==> src/rtl/hms_timer_pkg.sv <==
// Shared types and field limits for the H:M:S timer.
package hms_timer_pkg;

  typedef enum logic [1:0] {
    IDLE  = 2'd0,
    RUN   = 2'd1,
    PAUSE = 2'd2,
    DONE  = 2'd3
  } state_t;

  localparam int SEC_MAX = 59;
  localparam int MIN_MAX = 59;

endpackage

==> src/rtl/hms_timer_ex_tick_prescaler.sv <==
// Divides clk down to a one-cycle tick strobe every TICK_DIV enabled cycles.
module tick_prescaler #(
  parameter int TICK_DIV = 50000000
) (
  input  logic clk,
  input  logic cut_n,
  input  logic en,
  input  logic clr,
  output logic tick
);

  // A 1-bit counter keeps TICK_DIV=1 legal; the compare then always hits.
  localparam int CW = (TICK_DIV > 1) ? $clog2(TICK_DIV) : 1;
  localparam logic [CW-1:0] LAST = CW'(TICK_DIV - 1);

  logic [CW-1:0] cnt;

  assign tick = en && (cnt == LAST);

  // Count enabled cycles, wrap on the tick, hold while disabled.
  always_ff @(posedge clk or negedge cut_n) begin
    if (!cut_n)     cnt <= '0;
    else if (clr)   cnt <= '0;
    else if (en)    cnt <= tick ? '0 : cnt + CW'(1);
  end

endmodule

==> src/rtl/hms_timer_ex.sv <==
// Hour:minute:second timer with prescaler, pause, auto-reload and range check.
//
// state | meaning
// IDLE  | set value loaded or reset, waiting for start
// RUN   | counting on each tick
// PAUSE | counting frozen while pause is high
// DONE  | terminal value reached (one-shot), value held
module hms_timer_ex
  import hms_timer_pkg::*;
#(
  parameter int WIDTH    = 16,
  parameter int TICK_DIV = 50000000,
  parameter int MAX_HOUR = 99
) (
  input  logic             clk,
  input  logic             cut_n,
  input  logic             write,
  input  logic             up,
  input  logic             reload,
  input  logic [WIDTH-1:0] insec,
  input  logic [WIDTH-1:0] inmin,
  input  logic [WIDTH-1:0] inhour,
  input  logic             start,
  input  logic             pause,
  output logic [WIDTH-1:0] sec,
  output logic [WIDTH-1:0] min,
  output logic [WIDTH-1:0] hour,
  output logic             alarm,
  output logic             busy_n,
  output logic             err
);

  localparam logic [WIDTH-1:0] S_MAX = WIDTH'(SEC_MAX);
  localparam logic [WIDTH-1:0] M_MAX = WIDTH'(MIN_MAX);
  localparam logic [WIDTH-1:0] H_MAX = WIDTH'(MAX_HOUR);
  localparam logic [WIDTH-1:0] ONE   = WIDTH'(1);

  state_t           state;
  logic [WIDTH-1:0] set_s, set_m, set_h;
  logic             up_r, reload_r;
  logic             pend;        // reload armed: next tick restarts the period
  logic             tick, en, clr;
  logic             in_valid, set_zero, idle_like, start_go, at_term;
  logic [WIDTH-1:0] nx_s, nx_m, nx_h;

  assign idle_like = (state == IDLE) || (state == DONE);
  assign in_valid  = (insec <= S_MAX) && (inmin <= M_MAX) && (inhour <= H_MAX);
  assign set_zero  = (set_s == '0) && (set_m == '0) && (set_h == '0);
  assign start_go  = idle_like && !write && start && !set_zero;
  // Enabled in PAUSE too once pause drops, so a pause costs exactly its own length.
  assign en        = ((state == RUN) || (state == PAUSE)) && !pause;
  assign clr       = start_go;

  tick_prescaler #(.TICK_DIV(TICK_DIV)) u_presc (
    .clk   (clk),
    .cut_n (cut_n),
    .en    (en),
    .clr   (clr),
    .tick  (tick)
  );

  // Next counter value one tick away, per-field with carry/borrow.
  always_comb begin
    nx_s = sec;
    nx_m = min;
    nx_h = hour;
    if (up_r) begin
      if (sec == S_MAX) begin
        nx_s = '0;
        if (min == M_MAX) begin
          nx_m = '0;
          nx_h = (hour == H_MAX) ? '0 : hour + ONE;
        end else begin
          nx_m = min + ONE;
        end
      end else begin
        nx_s = sec + ONE;
      end
    end else begin
      if (sec == '0) begin
        nx_s = S_MAX;
        if (min == '0) begin
          nx_m = M_MAX;
          nx_h = (hour == '0) ? H_MAX : hour - ONE;
        end else begin
          nx_m = min - ONE;
        end
      end else begin
        nx_s = sec - ONE;
      end
    end
  end

  assign at_term = up_r ? ((nx_s == set_s) && (nx_m == set_m) && (nx_h == set_h))
                        : ((nx_s == '0) && (nx_m == '0) && (nx_h == '0));

  // Control FSM, set/count registers and pulse outputs.
  always_ff @(posedge clk or negedge cut_n) begin
    if (!cut_n) begin
      state    <= IDLE;
      sec      <= '0;
      min      <= '0;
      hour     <= '0;
      set_s    <= '0;
      set_m    <= '0;
      set_h    <= '0;
      up_r     <= 1'b0;
      reload_r <= 1'b0;
      pend     <= 1'b0;
      alarm    <= 1'b0;
      err      <= 1'b0;
      busy_n   <= 1'b1;
    end else begin
      alarm <= 1'b0;
      err   <= 1'b0;
      case (state)
        IDLE, DONE: begin
          if (write) begin
            if (in_valid) begin
              set_s    <= insec;
              set_m    <= inmin;
              set_h    <= inhour;
              up_r     <= up;
              reload_r <= reload;
              sec      <= up ? '0 : insec;
              min      <= up ? '0 : inmin;
              hour     <= up ? '0 : inhour;
              state    <= IDLE;
            end else begin
              err <= 1'b1;
            end
          end else if (start) begin
            if (set_zero) begin
              err <= 1'b1;
            end else begin
              state  <= RUN;
              busy_n <= 1'b0;
              pend   <= 1'b0;
              sec    <= up_r ? '0 : set_s;
              min    <= up_r ? '0 : set_m;
              hour   <= up_r ? '0 : set_h;
            end
          end
        end
        RUN, PAUSE: begin
          if (pause) begin
            state <= PAUSE;
          end else begin
            state <= RUN;
            if (tick) begin
              if (pend) begin
                pend <= 1'b0;
                sec  <= up_r ? '0 : set_s;
                min  <= up_r ? '0 : set_m;
                hour <= up_r ? '0 : set_h;
              end else begin
                sec  <= nx_s;
                min  <= nx_m;
                hour <= nx_h;
                if (at_term) begin
                  alarm <= 1'b1;
                  if (reload_r) begin
                    pend <= 1'b1;
                  end else begin
                    state  <= DONE;
                    busy_n <= 1'b1;
                  end
                end
              end
            end
          end
        end
        default: state <= IDLE;
      endcase
    end
  end

endmodule

==> config.mk <==
export PLATFORM = sky130hd
export DESIGN_NAME = hms_timer_ex
export DESIGN_NICKNAME = d
export VERILOG_FILES = /design/src/rtl/hms_timer_pkg.sv /design/src/rtl/hms_timer_ex_tick_prescaler.sv /design/src/rtl/hms_timer_ex.sv
export SDC_FILE = /design/constraint.sdc
export NUM_CORES = 1
export LEC_CHECK = 0
export ABC_AREA = 1
export BUFFER_PORTS_ARGS = -buffer_cell sky130_fd_sc_hd__buf_2
export CORE_UTILIZATION = 40
export CTS_CLUSTER_SIZE = 30
export DETAILED_ROUTE_END_ITERATION = 8
export PLACE_DENSITY = 0.65
export SKIP_LAST_GASP = 1
export SLEW_MARGIN = 20
export SYNTH_ARGS = -nofsm -noshare
export SYNTH_HDL_FRONTEND = slang
export SYNTH_SLANG_ARGS = --single-unit
==> constraint.sdc <==
create_clock -name clk -period 2.8 [get_ports clk]
set_input_delay 0.56 -clock clk [delete_from_list [all_inputs] [get_ports clk]]
set_output_delay 0.56 -clock clk [all_outputs]
set_load 0.005 [all_outputs]
==> results.md <==
- Run status: finished with violations
- Violated checks: setup timing
- Placed insts: 2465
- Buffer type at the clock tree root: sky130_fd_sc_hd__clkbuf_16
- Detailed router's first-iteration violation count: 1686
- Die footprint: 28700 um2
- Post-layout worst setup margin: -0.00493 ns
- Async set-or-reset flop fraction in the synthesized netlist: 1.00
- Gr ovfl total: 0
- Total of endpoints with negative setup slack in the final report: 3
- Average wire length per cell after detail routing: 18.2 um
- Nature of the critical path startpoint: flip-flop
- Met1 track demand over resource in global routing: 0.428
- Crit. End Element: flip-flop
- Worst-case reg-to-reg path depth: 22
- Post-synthesis net count: 1916
- Flip-flop and latch count after synthesis: 130
- Clock tree buffer depth: 2
- Clock latency at the later pin of the worst-skew pair: 0.43 ns
- Std cell rows: 60
- Post-Place Worst Slack: -0.660 ns
- Fmax: 0.357 GHz
- Setup repair after global routing missed its margin: yes
- Final Non-Filler Cells: 2519
- Commonest cells post-synth: 565 x sky130_fd_sc_hd__nand2_1, 198 x sky130_fd_sc_hd__inv_1, 196 x sky130_fd_sc_hd__nor2_1, 189 x sky130_fd_sc_hd__nand3_1, 141 x sky130_fd_sc_hd__o21ai_0
- Net count, final: 2198
- CTS buffer count: 17
- Vias per Instance: 5.56
- Data required time at the worst endpoint: 3.17 ns
- Dominant register cell in the synthesized netlist: sky130_fd_sc_hd__dfrtp_1
- Die width: 169 um
- Length of the first detailed-routing pass in iterations: 6
- Busiest grt layer: met2
- # diodes: 0
- Final clock period utilization by the worst path: 1.00
- Accumulated negative setup slack: -0.0108 ns
- Remaining antenna violation count: 0
- Post-route minimum period: 2.80 ns
- Path type of the worst min-delay path: primary input to asynchronous set/reset pin
- Worst-Margin Slew: 0.728 ns
- Die Y-Extent: 169 um
- Critical register-to-register path endpoint: busy_n
- Leakage power total: 7.40 nW
- Worst clock skew: 0.0113 ns
- Remaining max-slew budget at the tightest pin: 0.514
- Number of port buffers: 105
- Mean instance size in the synthesized netlist: 6.05 um2
- Synthesis warning total: 0
- Number of hold-slack violations in the final timing report: 0
- Biggest fanout along the worst timing path: 4
- Count of different cell masters after synthesis: 49
- Vias in the first global route: 12705
- Weighted congestion reported at the end of routability-driven placement: 0.990
- Summed instance area of the synthesized netlist: 11200 um2
- Area growth, synth to finish: 34.7%
- Sequential element share of the synthesized area: 0.290
- Number of inserted filler cells in the final layout: 2700
- Peak supply drop: 0.549 mV
- Startpoint of the worst register-to-register path: sec[14]
- Worst path arrival time: 3.18 ns
- Register area: 3270 um2
- Global-route wire length before repair: 70000 um
- Layout cells sized above 1: 0.255
- Via count: 14017
- GRT Resource Usage Total: 0.315
- Dominant cell by count in the synthesized netlist: sky130_fd_sc_hd__nand2_1
- Fraction of met3 tracks used by global routing: 0.0480
- Largest area contributor in the netlist: sky130_fd_sc_hd__dfrtp_1
- TritonCTS clock tree: built
- Placeable core area: 27300 um2
- Final Max Slew Viols: 0
- Area of combinational cells with multiple inputs: 7310 um2
- Final cell utilization of the core: 0.554
- Clock edge transition at the registers on the reported setup and hold paths: 0.06 ns
- Crit Path Class: flip-flop to flip-flop
- Post-Syn Instances: 1852
- Area share of the leading cell type in the synthesized netlist: 0.288
- Antenna violations before repair: 1
- DP Wirelength: 34700 um
- Biggest area contributors in the synthesized netlist: sky130_fd_sc_hd__dfrtp_1 29%, sky130_fd_sc_hd__nand2_1 19%, sky130_fd_sc_hd__nand3_1 8.4%, sky130_fd_sc_hd__inv_1 6.6%, sky130_fd_sc_hd__nor2_1 6.6%
- Max-cap violation count: 0
- Flop-to-flop setup slack: -0.005 ns
- Initial core utilization: 0.411
- Total power density per cell area: 942 nW/um2
- Clock sink total: 130
- Drt drc: 0
- Pin count of the biggest net entering global routing: 71
- Met2 GRT Util: 0.498
- Total wirelength of the detailed-routed design: 45800 um
- IO Pins: 106
- Post-synth EDFFs: 0
- Max H-tree Level: 4
-- area by class of cell --
cell class,count,share of cell area
clock buffers,18,0.0284
well taps,372,0.0308
flip-flops and latches,130,0.216
repair buffers,350,0.173
inverters,206,0.0522
multi-input cells,1429,0.484
clock inverters,14,0.0150
-- flip-flops by register name, summed over array words and instances, names as in the netlist --
register and cells:
set_m 16, min 16, up_r 1, set_h 16, u_presc.cnt 26, sec 16
pend 1, state 2, reload_r 1, hour 16, alarm 1, busy_n 1
err 1, set_s 16
-- kinds of logic after synthesis --
logic type	Yosys count	share of synthesized area
xor gates and xnor gates	20	0.0156
DFF	130	0.290
AOI/OAI and AO/OA	292	0.145
and+or+nand+nor	1108	0.433
adders and majority gates	9	0.0100
buffers and inverters	293	0.106
-- per-stage QoR --
step / hold WS (ns) / power, mW / instance area, um2
global placement: 0.473 / 10.7 / 13600
detailed placement: 0.485 / 10.8 / 13600
global route: 0.0728 / 15.2 / 15100
floorplan: 0.264 / 7.26 / 11200
CTS: 0.0607 / 13.4 / 14300
finish: 0.0452 / 14.2 / 15100
-- timing repair --
action | in CTS | in global routing
cloned | 0 | 1
buffers inserted | 1 | 20
pin swaps | 1 | 54
endpoints found under the setup margin | 54 | 38
hold buffers | 0 | 0
resized for setup | 14 | 175
-- worst max-delay path: stages, from the launching register on --
cell                      delay [ns]
sky130_fd_sc_hd__dfrtp_1        0.38
sky130_fd_sc_hd__nor2_2         0.14
sky130_fd_sc_hd__nand2_2        0.11
sky130_fd_sc_hd__nor2_8         0.19
sky130_fd_sc_hd__nand2_4        0.11
sky130_fd_sc_hd__buf_8          0.17
sky130_fd_sc_hd__buf_12         0.13
sky130_fd_sc_hd__nand2_4        0.05
sky130_fd_sc_hd__nand2_2        0.05
sky130_fd_sc_hd__buf_4          0.13
sky130_fd_sc_hd__nand2_1        0.08
sky130_fd_sc_hd__nand3_2        0.15
sky130_fd_sc_hd__nor2_4         0.12
sky130_fd_sc_hd__nand2_1        0.07
sky130_fd_sc_hd__nor2_1         0.09
sky130_fd_sc_hd__nand2_1        0.09
sky130_fd_sc_hd__nor2_2         0.10
sky130_fd_sc_hd__nand2_1        0.07
sky130_fd_sc_hd__nor2_1         0.12
sky130_fd_sc_hd__nand2_1        0.11
sky130_fd_sc_hd__nand2_2        0.11
sky130_fd_sc_hd__nand3_2        0.07
sky130_fd_sc_hd__a21oi_2        0.11
-- power by group --
part	switching, mW	internal [mW]	leakage, nW
logic	5.53	3.47	5.44
registers	0.394	2.31	1.64
clock network	0.945	1.59	0.312
-- placed cells by master, fill, tap and decap left out, types with 5 or more instances in the layout --
cell type,count
sky130_fd_sc_hd__ha_4,5
sky130_fd_sc_hd__o21ai_1,11
sky130_fd_sc_hd__bufinv_16,5
sky130_fd_sc_hd__nand4_1,48
sky130_fd_sc_hd__nor2_2,27
sky130_fd_sc_hd__a31oi_1,14
sky130_fd_sc_hd__nor2_1,163
sky130_fd_sc_hd__nand2_1,522
sky130_fd_sc_hd__nand2_2,46
sky130_fd_sc_hd__nor4_1,23
sky130_fd_sc_hd__nor2_4,17
sky130_fd_sc_hd__nor3_1,30
sky130_fd_sc_hd__buf_2,104
sky130_fd_sc_hd__a22oi_1,22
sky130_fd_sc_hd__inv_1,192
sky130_fd_sc_hd__clkbuf_16,18
sky130_fd_sc_hd__buf_4,212
sky130_fd_sc_hd__nand3b_1,13
sky130_fd_sc_hd__o211ai_1,13
sky130_fd_sc_hd__o21ai_0,134
sky130_fd_sc_hd__buf_6,19
sky130_fd_sc_hd__dfrtp_1,118
sky130_fd_sc_hd__buf_12,10
sky130_fd_sc_hd__a21oi_1,74
sky130_fd_sc_hd__o22ai_1,7
sky130_fd_sc_hd__xor2_1,19
sky130_fd_sc_hd__nand3_2,22
sky130_fd_sc_hd__dfrtp_2,11
sky130_fd_sc_hd__nand2_4,9
sky130_fd_sc_hd__inv_2,10
sky130_fd_sc_hd__nand3_1,169
-- metal layers --
layer | share of wire | wire, um | up-vias
met5 | 0.00024 | 11 | -
met4 | 0.045 | 2060 | 2
met3 | 0.083 | 3790 | 131
met2 | 0.45 | 20400 | 712
met1 | 0.43 | 19500 | 6506
li1 | - | - | 6666
-- worst max path at each step --
| stage | endpoint | start |
|---|---|---|
| after floorplan | busy_n | min[1] |
| after global placement | hour[0] | inhour[4] |
| after detailed placement | hour[0] | inhour[3] |
| after CTS | busy_n | sec[0] |
| after global routing | busy_n | sec[14] |
| final | busy_n | sec[14] |
No activity file was read; power rests on OpenSTA's default activity.
